==> config.mk <==
export PLATFORM = sky130hd
export DESIGN_NAME = block_sync_rx
export DESIGN_NICKNAME = d
export VERILOG_FILES = /design/src/rtl/block_sync_rx.sv
export SDC_FILE = /design/constraint.sdc
export NUM_CORES = 1
export LEC_CHECK = 0
export CORE_ASPECT_RATIO = 0.5
export CORE_MARGIN = 2
export CORE_UTILIZATION = 41
export DETAILED_ROUTE_END_ITERATION = 8
export PLACE_DENSITY_LB_ADDON = 0.05
export SLEW_MARGIN = 5
export SYNTH_ARGS = -nofsm -noshare
export SYNTH_HDL_FRONTEND = slang
export SYNTH_SLANG_ARGS = --single-unit
==> constraint.sdc <==
create_clock -name clk -period 2.39 [get_ports clk]
set_input_delay 0.239 -clock clk [delete_from_list [all_inputs] [get_ports clk]]
set_output_delay 0.239 -clock clk [all_outputs]
set_load 0.01 [all_outputs]
==> src/rtl/block_sync_rx.sv <==
// 64b/66b sync-header block lock for one lane: hunts for header alignment by
// requesting gearbox bit slips, then qualifies forwarded blocks with block lock.
module block_sync_rx #(
  parameter int HEAD_W     = 2,
  parameter int DATA_W     = 64,
  parameter int SH_WIN     = 64,
  parameter int SH_BAD_MAX = 16,
  parameter int SLIP_WAIT  = 4
) (
  input  logic              clk,
  input  logic              reset,
  input  logic              signal_ok_i,
  input  logic              valid_i,
  input  logic [HEAD_W-1:0] head_i,
  input  logic [DATA_W-1:0] data_i,
  output logic              slip_v_o,
  output logic              lock_v_o,
  output logic              valid_o,
  output logic [HEAD_W-1:0] head_o,
  output logic [DATA_W-1:0] data_o
);

  localparam int SH_CW   = $clog2(SH_WIN + 1);
  localparam int BAD_CW  = $clog2(SH_BAD_MAX + 1);
  localparam int WAIT_CW = $clog2(SLIP_WAIT + 1);

  localparam logic [1:0] ST_INIT = 2'd0;
  localparam logic [1:0] ST_TEST = 2'd1;
  localparam logic [1:0] ST_SLIP = 2'd2;

  logic [1:0]         r_state,   w_state_nx;
  logic [SH_CW-1:0]   r_sh_cnt,  w_sh_cnt_nx,  w_sh_inc;
  logic [BAD_CW-1:0]  r_bad_cnt, w_bad_cnt_nx, w_bad_inc, w_bad_add;
  logic [WAIT_CW-1:0] r_wait_cnt, w_wait_cnt_nx, w_wait_inc;
  logic               r_lock, w_lock_nx;
  logic               r_slip, w_slip_nx;
  logic               r_valid;
  logic [HEAD_W-1:0]  r_head;
  logic [DATA_W-1:0]  r_data;
  logic               w_sh_ok;

  assign w_sh_ok    = head_i[1] ^ head_i[0];
  assign w_sh_inc   = (r_sh_cnt == SH_CW'(SH_WIN)) ? r_sh_cnt : r_sh_cnt + SH_CW'(1);
  assign w_bad_inc  = (r_bad_cnt == BAD_CW'(SH_BAD_MAX)) ? r_bad_cnt : r_bad_cnt + BAD_CW'(1);
  assign w_bad_add  = w_sh_ok ? r_bad_cnt : w_bad_inc;
  assign w_wait_inc = (r_wait_cnt == WAIT_CW'(SLIP_WAIT)) ? r_wait_cnt : r_wait_cnt + WAIT_CW'(1);

  // Lock FSM next-state; loss of signal overrides everything, including a due slip.
  always_comb begin
    w_state_nx    = r_state;
    w_sh_cnt_nx   = r_sh_cnt;
    w_bad_cnt_nx  = r_bad_cnt;
    w_wait_cnt_nx = r_wait_cnt;
    w_lock_nx     = r_lock;
    w_slip_nx     = 1'b0;
    if (!signal_ok_i) begin
      w_state_nx    = ST_INIT;
      w_sh_cnt_nx   = {SH_CW{1'b0}};
      w_bad_cnt_nx  = {BAD_CW{1'b0}};
      w_wait_cnt_nx = {WAIT_CW{1'b0}};
      w_lock_nx     = 1'b0;
    end else begin
      case (r_state)
        ST_INIT: begin
          w_state_nx   = ST_TEST;
          w_sh_cnt_nx  = {SH_CW{1'b0}};
          w_bad_cnt_nx = {BAD_CW{1'b0}};
          w_lock_nx    = 1'b0;
        end
        ST_TEST: begin
          if (valid_i) begin
            if (!w_sh_ok && (!r_lock || (w_bad_inc == BAD_CW'(SH_BAD_MAX)))) begin
              w_state_nx    = ST_SLIP;
              w_lock_nx     = 1'b0;
              w_slip_nx     = 1'b1;
              w_sh_cnt_nx   = {SH_CW{1'b0}};
              w_bad_cnt_nx  = {BAD_CW{1'b0}};
              w_wait_cnt_nx = {WAIT_CW{1'b0}};
            end else if (w_sh_inc == SH_CW'(SH_WIN)) begin
              if (w_bad_add == {BAD_CW{1'b0}}) begin
                w_lock_nx = 1'b1;
              end else begin
                w_lock_nx = r_lock;
              end
              w_sh_cnt_nx  = {SH_CW{1'b0}};
              w_bad_cnt_nx = {BAD_CW{1'b0}};
            end else begin
              w_sh_cnt_nx  = w_sh_inc;
              w_bad_cnt_nx = w_bad_add;
            end
          end else begin
            w_state_nx = r_state;
          end
        end
        ST_SLIP: begin
          // Headers are not judged while the gearbox settles after a slip.
          if (valid_i) begin
            if (w_wait_inc == WAIT_CW'(SLIP_WAIT)) begin
              w_state_nx    = ST_TEST;
              w_wait_cnt_nx = {WAIT_CW{1'b0}};
              w_sh_cnt_nx   = {SH_CW{1'b0}};
              w_bad_cnt_nx  = {BAD_CW{1'b0}};
            end else begin
              w_wait_cnt_nx = w_wait_inc;
            end
          end else begin
            w_state_nx = r_state;
          end
        end
        default: begin
          w_state_nx    = ST_INIT;
          w_sh_cnt_nx   = {SH_CW{1'b0}};
          w_bad_cnt_nx  = {BAD_CW{1'b0}};
          w_wait_cnt_nx = {WAIT_CW{1'b0}};
          w_lock_nx     = 1'b0;
        end
      endcase
    end
  end

  // State, counters, lock/slip flags and the one-stage forwarding register.
  always_ff @(posedge clk or posedge reset) begin
    if (reset) begin
      r_state    <= ST_INIT;
      r_sh_cnt   <= {SH_CW{1'b0}};
      r_bad_cnt  <= {BAD_CW{1'b0}};
      r_wait_cnt <= {WAIT_CW{1'b0}};
      r_lock     <= 1'b0;
      r_slip     <= 1'b0;
      r_valid    <= 1'b0;
      r_head     <= {HEAD_W{1'b0}};
      r_data     <= {DATA_W{1'b0}};
    end else begin
      r_state    <= w_state_nx;
      r_sh_cnt   <= w_sh_cnt_nx;
      r_bad_cnt  <= w_bad_cnt_nx;
      r_wait_cnt <= w_wait_cnt_nx;
      r_lock     <= w_lock_nx;
      r_slip     <= w_slip_nx;
      r_valid    <= valid_i & r_lock;
      if (valid_i) begin
        r_head <= head_i;
        r_data <= data_i;
      end else begin
        r_head <= r_head;
        r_data <= r_data;
      end
    end
  end

  assign slip_v_o = r_slip;
  assign lock_v_o = r_lock;
  assign valid_o  = r_valid;
  assign head_o   = r_head;
  assign data_o   = r_data;

endmodule

Word level (Yosys, flattened, before mapping)
Index checks and enable logic that the tools add are counted.

Flip-flop bits (word level): 86. Word-level logic and storage cells: 80. Bits of input ports: 70. Output and inout bits: 69.

Reductions and logical operators: 10. Eq/ne operators: 16. Multiplexer cells: 40. Bitwise operators: 2. $add $sub $neg: 3.

Operators with widths (number): 7-bit two-way mux (7); 5-bit two-way mux (8); 3-bit two-way mux (6); 7-bit == test (second input constant) (2); 7-bit case mux with 2 select lines (1); 3-bit != test (second input constant) (4); 4-bit AND reduction (3); 5-bit == test (second input constant) (2); 2-bit two-way mux (5); 5-bit case mux with 2 select lines (1); 1-bit two-way mux (9); 3-bit case mux with 3 select lines (1); 4-bit != test (second input constant) (2); 7-bit by 1-bit adder with 7-bit output (second input constant) (1); 3-bit == test (second input constant) (2); 2-bit case mux with 3 select lines (1); 5-bit by 1-bit adder with 5-bit output (second input constant) (1); 5-bit zero test (1); 2-bit != test (second input constant) (2); 3-bit by 1-bit adder with 3-bit output (second input constant) (1); 3-bit AND reduction (1); 2-bit by 1-bit == test with 1-bit output (second input constant) (1); 2-bit == test (second input constant) (1); 1-bit zero test (2); other kinds (6) (6).

Longest topological paths before layout
Gate-level depths: netlist of run 1.

Depth in word-level cells: 10. Mapped depth: 9. Depth with buffers taken out: 8.

Worst setup path before layout of run 1
No wires, ideal clock.

Path kind: reg-to-reg. From: register r_sh_cnt[0]. To: register r_bad_cnt[1]. Library setup time: 0.130 ns. Setup slack: 0.102 ns. Data arrival time: 2.158 ns. Period minus slack after synthesis: 2.288 ns. Buffers on the path: 1. Required time: 2.260 ns. Stages on the path, launching flop included: 9. Path through: dfrtp_1 > ha_1 > inv_1 > or4_4 > xor2_1 > or4_1 > buf_2 > a31oi_2 > o22ai_1.

Cells in the longest elaborated chain, start to end: 8. Elaborated cells between the ends (all ways): 9.

RTL lines: from (decl) (RTL line 32) `logic [SH_CW-1:0] r_sh_cnt, w_sh_cnt_nx, w_sh_inc;`; from (signal assigned) (RTL line 125) `r_sh_cnt <= {SH_CW{1'b0}};`; from (signal assigned) (RTL line 135) `r_sh_cnt <= w_sh_cnt_nx;`; 7-bit by 1-bit adder with 7-bit output / 7-bit == test (equally long branches) (RTL line 43) `assign w_sh_inc = (r_sh_cnt == SH_CW'(SH_WIN)) ? r_sh_cnt : r_sh_cnt + SH_CW'(1);`; 7-bit two-way mux * (RTL line 43); 7-bit == test * (RTL line 79) `end else if (w_sh_inc == SH_CW'(SH_WIN)) begin`; 5-bit two-way mux * (RTL line 79); 5-bit two-way mux * (RTL line 72) `if (!w_sh_ok && (!r_lock || (w_bad_inc == BAD_CW'(SH_BAD_MAX)))) begin`; 5-bit two-way mux * (RTL line 71) `if (valid_i) begin`; 5-bit case mux with 2 select lines * (RTL line 63) `case (r_state)`; 5-bit two-way mux * (RTL line 56) `if (!signal_ok_i) begin`; to (signal assigned) (RTL line 126) `r_bad_cnt <= {BAD_CW{1'b0}};`; to (signal assigned) (RTL line 136) `r_bad_cnt <= w_bad_cnt_nx;`; to (decl) (RTL line 33) `logic [BAD_CW-1:0] r_bad_cnt, w_bad_cnt_nx, w_bad_inc, w_bad_add;`.

Mark *: on every way between the ends. The rest lies on a longest branch, timed or not. The select of a mux whose other input is x is not followed. A chain may end at the register's enable or synchronous reset.

Worst setup path after layout of run 1
From: register r_bad_cnt[1]. To: register r_wait_cnt[1].

Cells in the longest elaborated chain, start to end: 7. Elaborated cells between the ends (all ways): 8.

RTL lines: 5-bit by 1-bit adder with 5-bit output / 5-bit == test (equally long branches) (RTL line 44) `assign w_bad_inc = (r_bad_cnt == BAD_CW'(SH_BAD_MAX)) ? r_bad_cnt : r_bad_cnt + BAD_CW'(1);`; 5-bit two-way mux * (RTL line 44); 5-bit == test * (RTL line 72); 1-bit logical OR * (RTL line 72); 1-bit logical AND * (RTL line 72); 3-bit != test (no source line) *; 4-bit AND reduction (no source line) *; to (signal assigned) (RTL line 127) `r_wait_cnt <= {WAIT_CW{1'b0}};`; to (signal assigned) (RTL line 137) `r_wait_cnt <= w_wait_cnt_nx;`; to (decl) (RTL line 34) `logic [WAIT_CW-1:0] r_wait_cnt, w_wait_cnt_nx, w_wait_inc;`.

Mark *: on every way between the ends. The rest lies on a longest branch, timed or not.

==> results of run 1 <==
metal layers:
metal  track usage  part of all wire  wire, um
met5             0                 0         0
met4        0.0500            0.0051        50
met3        0.0899             0.081       788
met2         0.340              0.52      5060
met1         0.229              0.40      3890
cell usage in the layout (no fill, tap or decap), types with 2 or more instances in the layout:
cell             instances
clkdlybuf4s50_1        137
dfrtp_1                 85
mux2_2                  67
nand2_1                 22
o21ai_0                 14
buf_4                   14
inv_1                   13
a21oi_1                 10
clkbuf_16                9
ha_1                     6
nand3_1                  5
or3_1                    5
nor2_1                   5
nand2b_1                 4
xor2_1                   4
o22ai_1                  4
o31ai_1                  4
nand4_1                  4
nor3_1                   4
and3_1                   3
mux2i_1                  3
nand3b_1                 3
a31oi_1                  3
nor2b_1                  2
or2_2                    2
a211o_1                  2
and2_1                   2
xnor2_1                  2
inv_2                    2
or4_4                    2
clkinvlp_4               2
clkbuf_1                 2
clkinv_2                 2
power by group through the flow:
stage / logic, mW / clock network (mW) / registers (mW)
CTS: 1.04 / 1.32 / 1.72
finish: 1.04 / 1.27 / 1.71
floorplan: 0.438 / 0 / 1.79
detailed placement: 1.03 / 0 / 1.74
global route: 1.13 / 1.39 / 1.74
global placement: 1.00 / 0 / 1.73
path summary, 6_finish.rpt:
kind                         startpoint             to  depth (start not counted)
min reg2reg                  data_o[40]     data_o[40]                          1
max in group asynchronous         reset     data_o[54]                          3
max                        r_bad_cnt[1]  r_wait_cnt[1]                          8
min in group asynchronous         reset  r_wait_cnt[0]                          3
min                             valid_i     data_o[40]                          2
max reg2reg                r_bad_cnt[1]  r_wait_cnt[1]                          8
kinds of logic (layout without fill, tap and decap cells):
kind of cell               count (synthesis)  in the layout  share of synthesized area
DFF                                       86             86                      0.552
muxes                                     70             70                      0.201
and+or+nand+nor                           69             69                     0.0972
AOI/OAI and AO/OA                         49             49                     0.0818
buffers and inverters                     31            185                     0.0350
adders and majority gates                  6              6                     0.0193
xor gates and xnor gates                   6              6                     0.0135
sequential cells by signal (all words and copies together), names as in the netlist:
signal	count
r_bad_cnt	5
valid_o	1
data_o	64
head_o	2
lock_v_o	1
r_state	2
slip_v_o	1
r_sh_cnt	7
r_wait_cnt	3
worst register-to-register path: cells and delay by family, from the launching register on:
family	cells	cell delay (ns)
flip-flops	1	0.38
AO/OA/AOI/OAI	3	0.76
AND/OR/NAND/NOR	2	0.43
buffers and inverters	1	0.09
multiplexers	1	0.24
adder cells (fa/ha/maj)	1	0.25
layout make-up:
class                      count  area [um^2]
clock buffer                  11          233
clock inverter                 5         35.0
fill                         755         3580
inverter                      16         63.8
multi-input combinational    200         1630
sequential                    86         2150
tap                          121          151
timing repair buffer         153         1500
through the flow:
step / setup slack (ns) / setup TNS [ns]
2_1_floorplan: 0.102 / 0
3_3_place_gp: 0.122 / 0
3_5_place_dp: 0.0957 / 0
4_1_cts: 0.0808 / 0
5_1_grt: -0.0290 / -0.0315
6_report: 0.133 / 0
repair_timing:
item	CTS	global route
endpoints found under the setup margin	0	13
gates resized for setup	0	6
endpoints found under the hold margin	0	0
==> metrics.cfg, run 1 <==
[outcome]
status = complete, no violations

[min_path]
worstHoldPathType = primary input to flop

[setup_path]
crit_family = compound AO/OA/AOI/OAI gates
crit_path_start_kind = flop
cp_slowest_stage_delay_ns = 0.38
crit_path_cell_trace = inv_1 -> ha_1 -> and4bb_1 -> mux2i_1 -> o21ai_0 -> a211oi_2 -> nor2_1 -> a22o_1
crit_arrival_ns = 2.48
critPathSlowestCell = dfrtp_1
cp_max_fo = 4
cp.buffers_inverters = 1
endpoint_kind = flop
required_ns = 2.61
r2r_slack_ns = 0.13
path_class = flop to flop

[logic_synthesis]
syn_avg_cell_area_um2 = 12.3
synth-edff-count = 0
synth.area.top_cells = dfrtp_1, mux2_2, nand2_1
synth_area_mm2 = 0.00390
ys_seq_elements = 86
ys_seq_area_frac = 0.552
synth_top_area_share = 0.552
ys.flop_type = dfrtp_1
yosys_warnings = 0
yosysTopAreaCell = dfrtp_1
syn_inst = 317
ys_async_sr_fraction = 1.00
syn-num-nets = 393
post_synth_num_cell_types = 50
yosysMostFrequentCell = dfrtp_1
synth_common_cells = dfrtp_1, mux2_2, nand2_1, inv_1, o21ai_0

[clocking]
h-tree-depth = 3
worstSkewPairLatency_ns = 0.33
clk_pin_slew_ns = 0.06
cts_tree = done
root_buffer = clkbuf_16
postCtsSetupBuffers = 0
numCtsBuffers = 9
numClockSinks = 86
hold_buffers = 0
clk_path_buf_depth = 2

[grt]
grt_pass1_vias = 3158
grt_max_degree = 87
overflow = 0
grtUsageTotal = 0.198
antenna_found_initial = 0
grt_pass1_wl_mm = 15.7

[placement]
gp_congestion = 0.864
dp.cells = 576
dpl_cell_area_mm2 = 0.00548
hpwl_mm = 6.99
port_buffers = 138

[timing]
fin_crit_ns = 2.26
setup_violations = 0
slew_violations = 0
worst_slew_pin_slew_ns = 0.788
fin_crit_sh = 0.944
skew_ns = 0.00501
hold_slack_ns = 0.352
hold_violations = 0
fmax_mhz = 443
maxSlewHeadroom = 0.475

[final_layout]
layout.nets = 542
final_area_mm2 = 0.00577
drive_gt1_frac = 0.242
antennaDiodeCount = 0
final_cells = 592
final_util = 0.617
area_growth_pct = 48.0

[die]
start_util = 0.417
core_area_mm2 = 0.00935
die_w_um = 142
die-area_mm2 = 0.0104
die_y_um = 73.0
pin_count = 139
rows = 25

[route]
routed_wl_mm = 9.79
drt-initial-drc-count = 147
avgViaCountPerCell = 5.07
route.vias.total = 3002
wl_per_cell_um = 16.5
drc = 0
drt_pass1_iterations = 4
ant_nets = 0

[power]
p_switching_mw = 1.12
power_mw = 4.03
seq_power_share = 0.425
leakagePower_nw = 2.41
combPwrFrac = 0.258
p_clk_frac = 0.316
internal_power_mw = 2.91
ir_drop_uv = 377
p_sw_frac = 0.279
p_per_area_mw_per_mm2 = 698

[job]
max_cap_violations = 0

(Power assumes the default switching activity.)
==> run 2: changes to the inputs <==
--- a/config.mk
+++ b/config.mk
@@ -7,9 +7,9 @@
 export LEC_CHECK = 0
 export CORE_ASPECT_RATIO = 0.5
 export CORE_MARGIN = 2
-export CORE_UTILIZATION = 41
+export CORE_UTILIZATION = 45
 export DETAILED_ROUTE_END_ITERATION = 8
-export PLACE_DENSITY_LB_ADDON = 0.05
+export PLACE_DENSITY = 0.87
 export SLEW_MARGIN = 5
 export SYNTH_ARGS = -nofsm -noshare
 export SYNTH_HDL_FRONTEND = slang
==> constraint.sdc (replaced) <==
create_clock -name clk -period 2.2 [get_ports clk]
set_input_delay 0.22 -clock clk [delete_from_list [all_inputs] [get_ports clk]]
set_output_delay 0.22 -clock clk [all_outputs]
set_load 0.01 [all_outputs]
==> run 2 against run 1 <==
The flow now finishes with violations (negative setup slack); routed wire length is 9.8% higher; worst hold slack got worse by 0.088 ns; non-clock buffer count increased by 19; power rose by 17%; critical endpoint is now r_bad_cnt[0]; largest cell class unchanged.
==> metrics.cfg, run 2 (synthesis gave the netlist of run 1 again) <==
[outcome]
status = complete, but fails checks
violations = negative setup slack

[route]
avgViaCountPerCell = 5.34  ; +5.2%
routed_wl_mm = 10.7  ; +9.8%
route.vias.total = 3207  ; +6.8%
wl_per_cell_um = 17.9  ; +8.2%
ant_nets = 0  ; unchanged
drc = 0  ; unchanged
drt_pass1_iterations = 4  ; unchanged
drt-initial-drc-count = 214  ; +46%

[timing]
setup_violations = 1  ; +1
slew_violations = 0  ; unchanged
rsz0062_at_grt = yes
maxSlewHeadroom = 0.499  ; +0.0241
skew_ns = 0.00188  ; -0.00313 ns
worst_slew_pin_slew_ns = 0.744  ; -0.0440 ns
fmax_mhz = 451  ; +1.9%
fin_crit_ns = 2.21  ; -0.0418 ns
fin_crit_sh = 1.01  ; +0.0626
setup_ws_ns = -0.0149  ; -0.148 ns
hold_violations = 0  ; unchanged

[die]
start_util = 0.475  ; +0.0585
core_area_mm2 = 0.00820  ; -12%
pin_count = 139  ; unchanged
rows = 23  ; -8.0%
die-area_mm2 = 0.00947  ; -8.5%
die_y_um = 69.8  ; -4.3%
die_w_um = 136  ; -4.4%

[final_layout]
layout_common_cells = clkdlybuf4s50_1, dfrtp_1, mux2_2
drive_gt1_frac = 0.288  ; +0.0463
final_common_cell = clkdlybuf4s50_1
antennaDiodeCount = 0  ; unchanged
final_util = 0.741  ; +0.124
layout.nets = 561  ; +3.5%
largest_reg_flops = 64  ; unchanged
final_area_mm2 = 0.00608  ; +5.3%
area_growth_pct = 55.8
final_cells = 601  ; +1.5%

[min_path]
worstHoldPathType = primary input to asynchronous set/reset pin

[grt]
grt_max_degree = 72  ; -17%
overflow = 0  ; unchanged
grtUsageTotal = 0.228  ; +0.0305
antenna_found_initial = 0  ; unchanged
grt_pass1_vias = 3249  ; +2.9%
grt_pass1_wl_mm = 16.8  ; +7.1%

[placement]
pre_cts_slack_ns = -0.145  ; -0.241 ns
hpwl_mm = 6.96  ; -0.46%
dp.cells = 582  ; +1.0%
dpl_cell_area_mm2 = 0.00563  ; +2.8%
gp_congestion = 0.855  ; -0.97%
port_buffers = 138  ; unchanged

[clocking]
cts_tree = done
worstSkewPairLatency_ns = 0.34  ; about the same
numClockSinks = 86  ; unchanged
root_buffer = clkbuf_16
clk_pin_slew_ns = 0.06  ; about the same
numCtsBuffers = 9  ; unchanged
hold_buffers = 0  ; unchanged
clk_path_buf_depth = 2  ; unchanged
h-tree-depth = 3  ; unchanged

[power]
ir_drop_uv = 510  ; +35%
leakagePower_nw = 2.53  ; +4.7%
power_mw = 4.71  ; +17%
p_per_area_mw_per_mm2 = 776  ; +11%

[setup_path]
timing.rr.start = r_sh_cnt[0]
crit_arrival_ns = 2.43  ; -0.05 ns
r2r_cells = 9  ; +1
path_class = flop to flop
cp_max_fo = 6  ; +2
r2r_slack_ns = -0.01  ; -0.15 ns
required_ns = 2.41  ; -0.20 ns
crit_path_start_kind = flop
reg2reg_to = r_bad_cnt[0]
endpoint_kind = flop

[job]
max_cap_violations = 0  ; unchanged

[run 2: how the worst max path moves through the flow]
stage	slack [ns]	start	to	cells after the start
after global placement	-0.08	r_sh_cnt[1]	r_bad_cnt[0]	7
after detailed placement	-0.14	r_sh_cnt[1]	r_bad_cnt[0]	7
after CTS	-0.001	r_wait_cnt[0]	r_state[1]	8
final	-0.01	r_sh_cnt[0]	r_bad_cnt[0]	9
after global routing	-0.1	r_sh_cnt[0]	r_bad_cnt[0]	9
after floorplan	-0.06	r_sh_cnt[0]	r_bad_cnt[0]	8
[run 2: critical path: stages (launching register included)]
cell     delay [ns]
dfrtp_1        0.40
buf_4          0.16
inv_1          0.09
ha_1           0.17
nand2_1        0.11
nor3_4         0.18
xnor2_1        0.09
or4_4          0.56
a31oi_4        0.20
mux2i_1        0.11
[run 2: power breakdown]
group	switching, mW	leakage, nW	internal [mW]
logic	0.588	1.35	0.754
clock network	0.607	0.135	0.905
registers	0.110	1.05	1.75
total	1.31	2.53	3.41
[run 2: metal layers]
metal | track usage | part of all wire
met3 | 0.0599 | 0.062
met4 | 0.0903 | 0.024
met2 | 0.382 | 0.51
met5 | 0 | 0
met1 | 0.283 | 0.40
[run 2: what timing repair did]
action,CTS,global route
setup endpoints to repair,8,17
resized for setup,3,18
pin swaps,1,6
cloned,0,2
setup buffers,0,2
[run 2: stage by stage]
| step | TNS (ns) | hold slack (ns) |
|---|---|---|
| global route | -0.187 | 0.316 |
| detailed placement | -0.731 | 0.494 |
| finish | -0.0149 | 0.264 |
| CTS | -0.00107 | 0.274 |
| global placement | -0.301 | 0.488 |
| floorplan | -0.116 | 0.372 |
[run 2: layout make-up]
type | instances | area [um^2]
sequential | 86 | 2150
fill | 493 | 2130
multi-input combinational | 200 | 1720
timing repair buffer | 172 | 1710
clock buffer | 12 | 246
tap | 112 | 140
inverter | 16 | 63.8
clock inverter | 3 | 45.0
==> run 3: changes to the inputs <==
--- a/config.mk
+++ b/config.mk
@@ -9,6 +9,7 @@
 export CORE_MARGIN = 2
 export CORE_UTILIZATION = 45
 export DETAILED_ROUTE_END_ITERATION = 8
+export HOLD_SLACK_MARGIN = 0.15
 export PLACE_DENSITY = 0.87
 export SLEW_MARGIN = 5
 export SYNTH_ARGS = -nofsm -noshare
==> results of run 3 <==
The final DEF is identical to that of run 2; final timing and power are the same.
